<file path="src/rtl/scr1_dmem_vec_serializer_pkg.sv">
// Shared memory-interface types and vector-serializer constants (package scr1_memif).
// LANE and SCR1_DMEM_AWIDTH fall back to 4 / 32 when the build does not set them.
`ifndef LANE
`define LANE 4
`endif
`ifndef SCR1_DMEM_AWIDTH
`define SCR1_DMEM_AWIDTH 32
`endif

package scr1_memif;

   typedef enum logic {
      SCR1_MEM_CMD_RD = 1'b0,
      SCR1_MEM_CMD_WR = 1'b1
   } type_scr1_mem_cmd_e;

   typedef enum logic [1:0] {
      SCR1_MEM_WIDTH_BYTE   = 2'b00,
      SCR1_MEM_WIDTH_HWORD  = 2'b01,
      SCR1_MEM_WIDTH_WORD   = 2'b10,
      SCR1_MEM_WIDTH_VECTOR = 2'b11
   } type_scr1_mem_width_e;

   typedef enum logic [1:0] {
      SCR1_MEM_RESP_IDLE   = 2'b00,
      SCR1_MEM_RESP_RDY_OK = 2'b01,
      SCR1_MEM_RESP_RDY_ER = 2'b10
   } type_scr1_mem_resp_e;

   typedef logic [`LANE-1:0][31:0] type_vector;

   localparam int SCR1_VSER_LANE      = `LANE;
   localparam int SCR1_VSER_CNT_W     = $clog2(`LANE);
   localparam int SCR1_VSER_BEAT_OFFS = 4;

endpackage

</file>
<file path="src/rtl/scr1_vser_lane_buf.sv">
// Lane gather buffer: LANE x 32 register with synchronous clear, indexed write and
// full-vector read.
module scr1_vser_lane_buf
   import scr1_memif::*;
(
   input  logic                       clk,
   input  logic                       rst_n,
   input  logic                       clr,
   input  logic                       we,
   input  logic [SCR1_VSER_CNT_W-1:0] idx,
   input  logic [31:0]                wdata,
   output type_vector                 rdata
);

   type_vector buf_q;

   always_ff @(posedge clk or negedge rst_n) begin
      if (!rst_n) begin
         buf_q <= '0;
      end else if (clr) begin
         buf_q <= '0;
      end else if (we) begin
         buf_q[idx] <= wdata;
      end
   end

   assign rdata = buf_q;

endmodule

</file>
<file path="src/rtl/scr1_dmem_vec_serializer.sv">
// Splits LSU vector accesses into sequential 32-bit beats and gathers the load lanes.
// Build option: SCR1_VSER_ERR_ABORT_EN ends a vector at its first RDY_ER beat.
//
// state     | meaning
// IDLE      | ready for an LSU request (req_ack high)
// BEAT_REQ  | beat request on the memory side, waiting for ack
// BEAT_WAIT | beat accepted, waiting for its response
// DONE      | one-cycle LSU response with gathered data
module scr1_dmem_vec_serializer
   import scr1_memif::*;
#(
   parameter int LANE   = SCR1_VSER_LANE,
   parameter int AWIDTH = `SCR1_DMEM_AWIDTH
)(
   input  logic                 clk,
   input  logic                 rst_n,
   input  logic                 lsu2dmem_req,
   input  type_scr1_mem_cmd_e   lsu2dmem_cmd,
   input  type_scr1_mem_width_e lsu2dmem_width,
   input  logic [AWIDTH-1:0]    lsu2dmem_addr,
   input  type_vector           lsu2dmem_wdata,
   output logic                 dmem2lsu_req_ack,
   output type_vector           dmem2lsu_rdata,
   output type_scr1_mem_resp_e  dmem2lsu_resp,
   output logic                 vser2mem_req,
   output type_scr1_mem_cmd_e   vser2mem_cmd,
   output type_scr1_mem_width_e vser2mem_width,
   output logic [AWIDTH-1:0]    vser2mem_addr,
   output logic [31:0]          vser2mem_wdata,
   input  logic                 mem2vser_req_ack,
   input  logic [31:0]          mem2vser_rdata,
   input  type_scr1_mem_resp_e  mem2vser_resp
);

   localparam int CW = SCR1_VSER_CNT_W;

   typedef enum logic [1:0] {
      ST_IDLE      = 2'b00,
      ST_BEAT_REQ  = 2'b01,
      ST_BEAT_WAIT = 2'b10,
      ST_DONE      = 2'b11
   } vser_state_e;

   vser_state_e          state_q, state_d;
   logic [CW-1:0]        cnt_q, cnt_d;
   logic [CW-1:0]        last_q;
   logic                 err_q, err_d;
   type_scr1_mem_cmd_e   cmd_q;
   type_scr1_mem_width_e width_q;
   logic [AWIDTH-1:0]    addr_q;
   type_vector           wdata_q;
   logic                 accept;
   logic                 buf_clr;
   logic                 buf_we;

   assign accept = (state_q == ST_IDLE) && lsu2dmem_req;

   always_ff @(posedge clk or negedge rst_n) begin
      if (!rst_n) begin
         state_q <= ST_IDLE;
         cnt_q   <= '0;
         err_q   <= 1'b0;
      end else begin
         state_q <= state_d;
         cnt_q   <= cnt_d;
         err_q   <= err_d;
      end
   end

   // Request context is held for the whole burst so beat outputs stay stable under stall.
   always_ff @(posedge clk or negedge rst_n) begin
      if (!rst_n) begin
         cmd_q   <= SCR1_MEM_CMD_RD;
         width_q <= SCR1_MEM_WIDTH_BYTE;
         addr_q  <= '0;
         wdata_q <= '0;
         last_q  <= '0;
      end else if (accept) begin
         cmd_q   <= lsu2dmem_cmd;
         width_q <= lsu2dmem_width;
         addr_q  <= lsu2dmem_addr;
         wdata_q <= lsu2dmem_wdata;
         last_q  <= (lsu2dmem_width == SCR1_MEM_WIDTH_VECTOR) ? CW'(LANE - 1) : '0;
      end
   end

   always_comb begin
      state_d          = state_q;
      cnt_d            = cnt_q;
      err_d            = err_q;
      buf_clr          = 1'b0;
      buf_we           = 1'b0;
      dmem2lsu_req_ack = 1'b0;
      dmem2lsu_resp    = SCR1_MEM_RESP_IDLE;
      vser2mem_req     = 1'b0;
      case (state_q)
         ST_IDLE: begin
            dmem2lsu_req_ack = 1'b1;
            if (lsu2dmem_req) begin
               state_d = ST_BEAT_REQ;
               cnt_d   = '0;
               err_d   = 1'b0;
               buf_clr = 1'b1;
            end
         end
         ST_BEAT_REQ: begin
            vser2mem_req = 1'b1;
            if (mem2vser_req_ack) begin
               state_d = ST_BEAT_WAIT;
            end
         end
         ST_BEAT_WAIT: begin
            if (mem2vser_resp == SCR1_MEM_RESP_RDY_OK) begin
               buf_we = (cmd_q == SCR1_MEM_CMD_RD);
            end
            if (mem2vser_resp == SCR1_MEM_RESP_RDY_ER) begin
               err_d = 1'b1;
            end
            if (mem2vser_resp != SCR1_MEM_RESP_IDLE) begin
               if (cnt_q == last_q) begin
                  state_d = ST_DONE;
               end else begin
                  cnt_d   = cnt_q + 1'b1;
                  state_d = ST_BEAT_REQ;
               end
`ifdef SCR1_VSER_ERR_ABORT_EN
               if (mem2vser_resp == SCR1_MEM_RESP_RDY_ER) begin
                  cnt_d   = cnt_q;
                  state_d = ST_DONE;
               end
`endif
            end
         end
         ST_DONE: begin
            dmem2lsu_resp = err_q ? SCR1_MEM_RESP_RDY_ER : SCR1_MEM_RESP_RDY_OK;
            state_d       = ST_IDLE;
         end
         default: begin
            state_d = ST_IDLE;
         end
      endcase
   end

   assign vser2mem_cmd   = cmd_q;
   assign vser2mem_width = (width_q == SCR1_MEM_WIDTH_VECTOR) ? SCR1_MEM_WIDTH_WORD : width_q;
   assign vser2mem_addr  = (width_q == SCR1_MEM_WIDTH_VECTOR)
                           ? addr_q + AWIDTH'(cnt_q) * AWIDTH'(SCR1_VSER_BEAT_OFFS)
                           : addr_q;
   assign vser2mem_wdata = wdata_q[cnt_q];

   scr1_vser_lane_buf i_lane_buf (
      .clk   (clk),
      .rst_n (rst_n),
      .clr   (buf_clr),
      .we    (buf_we),
      .idx   (cnt_q),
      .wdata (mem2vser_rdata),
      .rdata (dmem2lsu_rdata)
   );

`ifndef SYNTHESIS
   // Responses outside BEAT_WAIT are dropped by the FSM; flag them so the source can be found.
   spurious_resp_a: assert property (@(posedge clk) disable iff (!rst_n)
      (state_q != ST_BEAT_WAIT) |-> (mem2vser_resp == SCR1_MEM_RESP_IDLE))
      else $warning("vser: memory response outside BEAT_WAIT ignored");
`endif

endmodule
</file>
<file path="config.mk">
export PLATFORM = sky130hd
export DESIGN_NAME = scr1_dmem_vec_serializer
export DESIGN_NICKNAME = d
export VERILOG_FILES = /design/src/rtl/scr1_dmem_vec_serializer_pkg.sv /design/src/rtl/scr1_vser_lane_buf.sv /design/src/rtl/scr1_dmem_vec_serializer.sv
export SDC_FILE = /design/constraint.sdc
export NUM_CORES = 1
export LEC_CHECK = 0
export CORE_MARGIN = 2
export CORE_UTILIZATION = 35
export DETAILED_ROUTE_END_ITERATION = 16
export PLACE_DENSITY = 0.72
export SLEW_MARGIN = 40
export SYNTH_ARGS = -nofsm -noshare
export SYNTH_HDL_FRONTEND = slang
export SYNTH_HIERARCHICAL = 1
export SYNTH_SLANG_ARGS = --single-unit
</file>
<file path="constraint.sdc">
create_clock -name clk -period 6.4 [get_ports clk]
set_input_delay 1.92 -clock clk [delete_from_list [all_inputs] [get_ports clk]]
set_output_delay 1.92 -clock clk [all_outputs]
set_load 0.005 [all_outputs]
</file>
==> results.cfg <==
[logic_synthesis]
yosysMostFrequentCell = dfrtp_1
synth_common_cells = dfrtp_1, nand2b_1, mux2i_1
synth_enable_flop_cells = 0
synth_top_area_share_pct = 54.9
syn_area_sq_um = 13500
synth_fp_nets = 1186
synthDistinctLibCells = 44
yosysSeqAreaShare_pct = 54.9
synth_area_leaders = dfrtp_1, mux2i_1, mux2_1
synth_area_leader_cell = dfrtp_1
async_flop_share_pct = 100
ys_dominant_reg_cell = dfrtp_1
synthCells = 982
ys_ff_latch = 297
synth.avg_cell_area_sq_um = 13.8
yosys_warnings = 6

[cells_and_area]
n_antenna_cell = 0
multi_input_area_sq_um = 5720
fin_area_sq_um = 19200
areaGrowthSynthToFinish_pct = 41.4
layout.nets = 1575
nFillCells = 3403
regArea_sq_um = 7430
layout-drive-gt1-share_pct = 12.3

[power]
leakagePower_nw = 8.36
intPower_w = 0.00525
p_sw_w = 0.00217
peakVddDrop_mv = 0.311
pwr-share-clk_pct = 25.7
pwr-share-comb_pct = 35.6
power_frac_seq_pct = 38.7
p_sw_share_pct = 29.3
power_density_nw_per_um2 = 387

[setup_path]
ff2ff_setup_slack_ps = 3850
crit_start = cnt_q[1]
r2r_end = i_lane_buf/rdata[7]
reg2reg_depth = 6
crit_buf_inv = 2
timing.rr.start = state_q[1]
crit_slowest_cell = nor2_1
crit_fanout = 42
cp-start-kind = flop
path_class = reg2out
arrival_ps = 3310
worstPathRequired_ps = 4480
critPathTopFamily = buffers and inverters
cp_cell_sequence = buf_4 > ha_1 > a21oi_1 > nor2_1 > and3_1 > xor2_1 > clkdlybuf4s50_1
max_stage_delay_ps = 620
critPathCaptureType = output port

[sta]
rsz0062_at_grt = no
fmax_mhz = 191
post-route-period-util_pct = 81.7
worstMarginPinSlew_ps = 763
maxSlewViolCount = 0
min_period_ps = 5230
setup_viol = 0
skew_ps = 17.0
relSlewSlack_pct = 48.9
report.final.hold_viol_count = 0
fin_tns_setup_ps = 0

[clocking]
cts_tree = built
htreeDepth = 2
cts_hold_buf = 0
insertion_delay_ps = 540
post-cts-setup-buffers = 0
cts_resized = 0
clk_pin_slew_worst_paths_ps = 60
cts_buffers = 35
cts_sinks = 297
clockBufferDepth = 3
cts-root-buf = clkbuf_16

[place]
dp_hpwl_mm = 26.0
portBuffers = 399
post_dp_cell_area_sq_um = 18100
place_congestion = 0.826

[grt]
grtUsageTotal_pct = 18.2
antenna_found_initial = 0
overflow = 0
grt_pass1_vias = 9832
grt_pass1_wl_mm = 57.3
grt_max_degree = 120

[flow_run]
max_cap_viol_count = 0

[drt]
first_pass_iters = 4
wl_mm = 36.3
avgViaCountPerCell = 4.81
dr_total_vias = 9187
drc = 0
drt_iter0_markers = 296
drtAntennaViolNets = 0
wire_per_inst_microns = 19.0

[die]
start_util_pct = 35.2
coreArea_sq_um = 38500
dieArea_sq_um = 40300
rows = 72
io_pins = 400
fp.dieH_microns = 201
die_x_microns = 201

[min_path]
hp-start = wdata_q[120]
min_to = wdata_q[120]
hold-path-cell-count = 1
hold_class = reg2reg

[run_status]
status = finished clean
[metal layers]
layer / vias to the layer above / share of wire [%] / global-route usage (%) / routed length [microns]
met5: - / 0 / 0 / 0
met4: 0 / 3.4 / 7.28 / 1230
met3: 73 / 9.4 / 7.18 / 3400
met2: 342 / 47 / 30.0 / 17100
met1: 4571 / 40 / 21.4 / 14500
li1: 4201 / - / - / -
[power groups by stage]
| stage | logic [W] | registers [W] | clock network, W |
|---|---|---|---|
| 4_1_cts | 0.00269 | 0.00288 | 0.00199 |
| 2_1_floorplan | 0.00152 | 0.00276 | 0 |
| 3_3_place_gp | 0.00261 | 0.00288 | 0 |
| 6_report | 0.00265 | 0.00287 | 0.00191 |
| 5_1_grt | 0.00287 | 0.00295 | 0.00206 |
| 3_5_place_dp | 0.00268 | 0.00291 | 0 |
[cell usage in the layout (no fill, tap or decap), drive strengths merged, types with 2 or more instances in the layout]
cell / n
clkbuf: 49
nor2: 12
nand4: 7
mux2: 161
and3: 5
xnor2: 19
nor2b: 2
nor3: 3
nand3: 15
nand2: 20
and2: 2
dfrtp: 297
mux2i: 128
clkinvlp: 2
a21oi: 2
ha: 2
nor4: 4
xor2: 9
buf: 18
clkdlybuf4s50: 398
nand2b: 163
and4: 2
o21ai: 9
inv: 10
nand3b: 2
mux4: 32
clkinv: 6
nand4b: 3
[through the flow]
stage | hold slack, ps | power [W] | util [%] | worst slack [ps] | cells
floorplan | 452 | 0.00428 | - | 2320 | 982
global placement | 462 | 0.00549 | 46.6 | 1640 | 1846
detailed placement | 469 | 0.00559 | 46.9 | 1660 | 1852
CTS | 481 | 0.00756 | 49.8 | 1080 | 1911
global route | 496 | 0.00788 | 49.8 | 902 | 1911
finish | 477 | 0.00743 | 49.8 | 1170 | 1911
[final cells by class]
class | count | share of cell area, %
Inverter | 9 | 0.176
Multi-Input combinational cell | 612 | 29.9
Sequential cell | 297 | 38.8
Clock buffer | 49 | 5.28
Clock inverter | 10 | 0.437
Tap cell | 518 | 3.38
Timing Repair Buffer | 416 | 22.1
[cells by family after synthesis]
| kind of cell | share of synthesized area [%] |
|---|---|
| flops | 54.9 |
| mux | 28.2 |
| compound gates | 0.591 |
| buf+inv | 3.02 |
| fa+ha+maj | 0.332 |
| xor+xnor | 1.81 |
| simple gates | 11.2 |
[worst max path at each step]
stage / end / slack (ps) / depth (start not counted)
6_report: vser2mem_addr[7] / 1170 / 7
5_1_grt: vser2mem_addr[23] / 900 / 7
4_1_cts: vser2mem_addr[7] / 1080 / 7
3_5_place_dp: vser2mem_addr[7] / 1660 / 7
3_3_place_gp: i_lane_buf/rdata[93] / 1640 / 6
2_1_floorplan: vser2mem_addr[26] / 2320 / 7
[registers in the layout, summed over array words and instances (netlist names)]
name              cells
cnt_q                 2
state_q               2
i_lane_buf/rdata    128
last_q                1
err_q                 1
width_q               2
wdata_q             128
vser2mem_cmd          1
addr_q               32
Note: power is estimated with default switching activity, not from simulation.
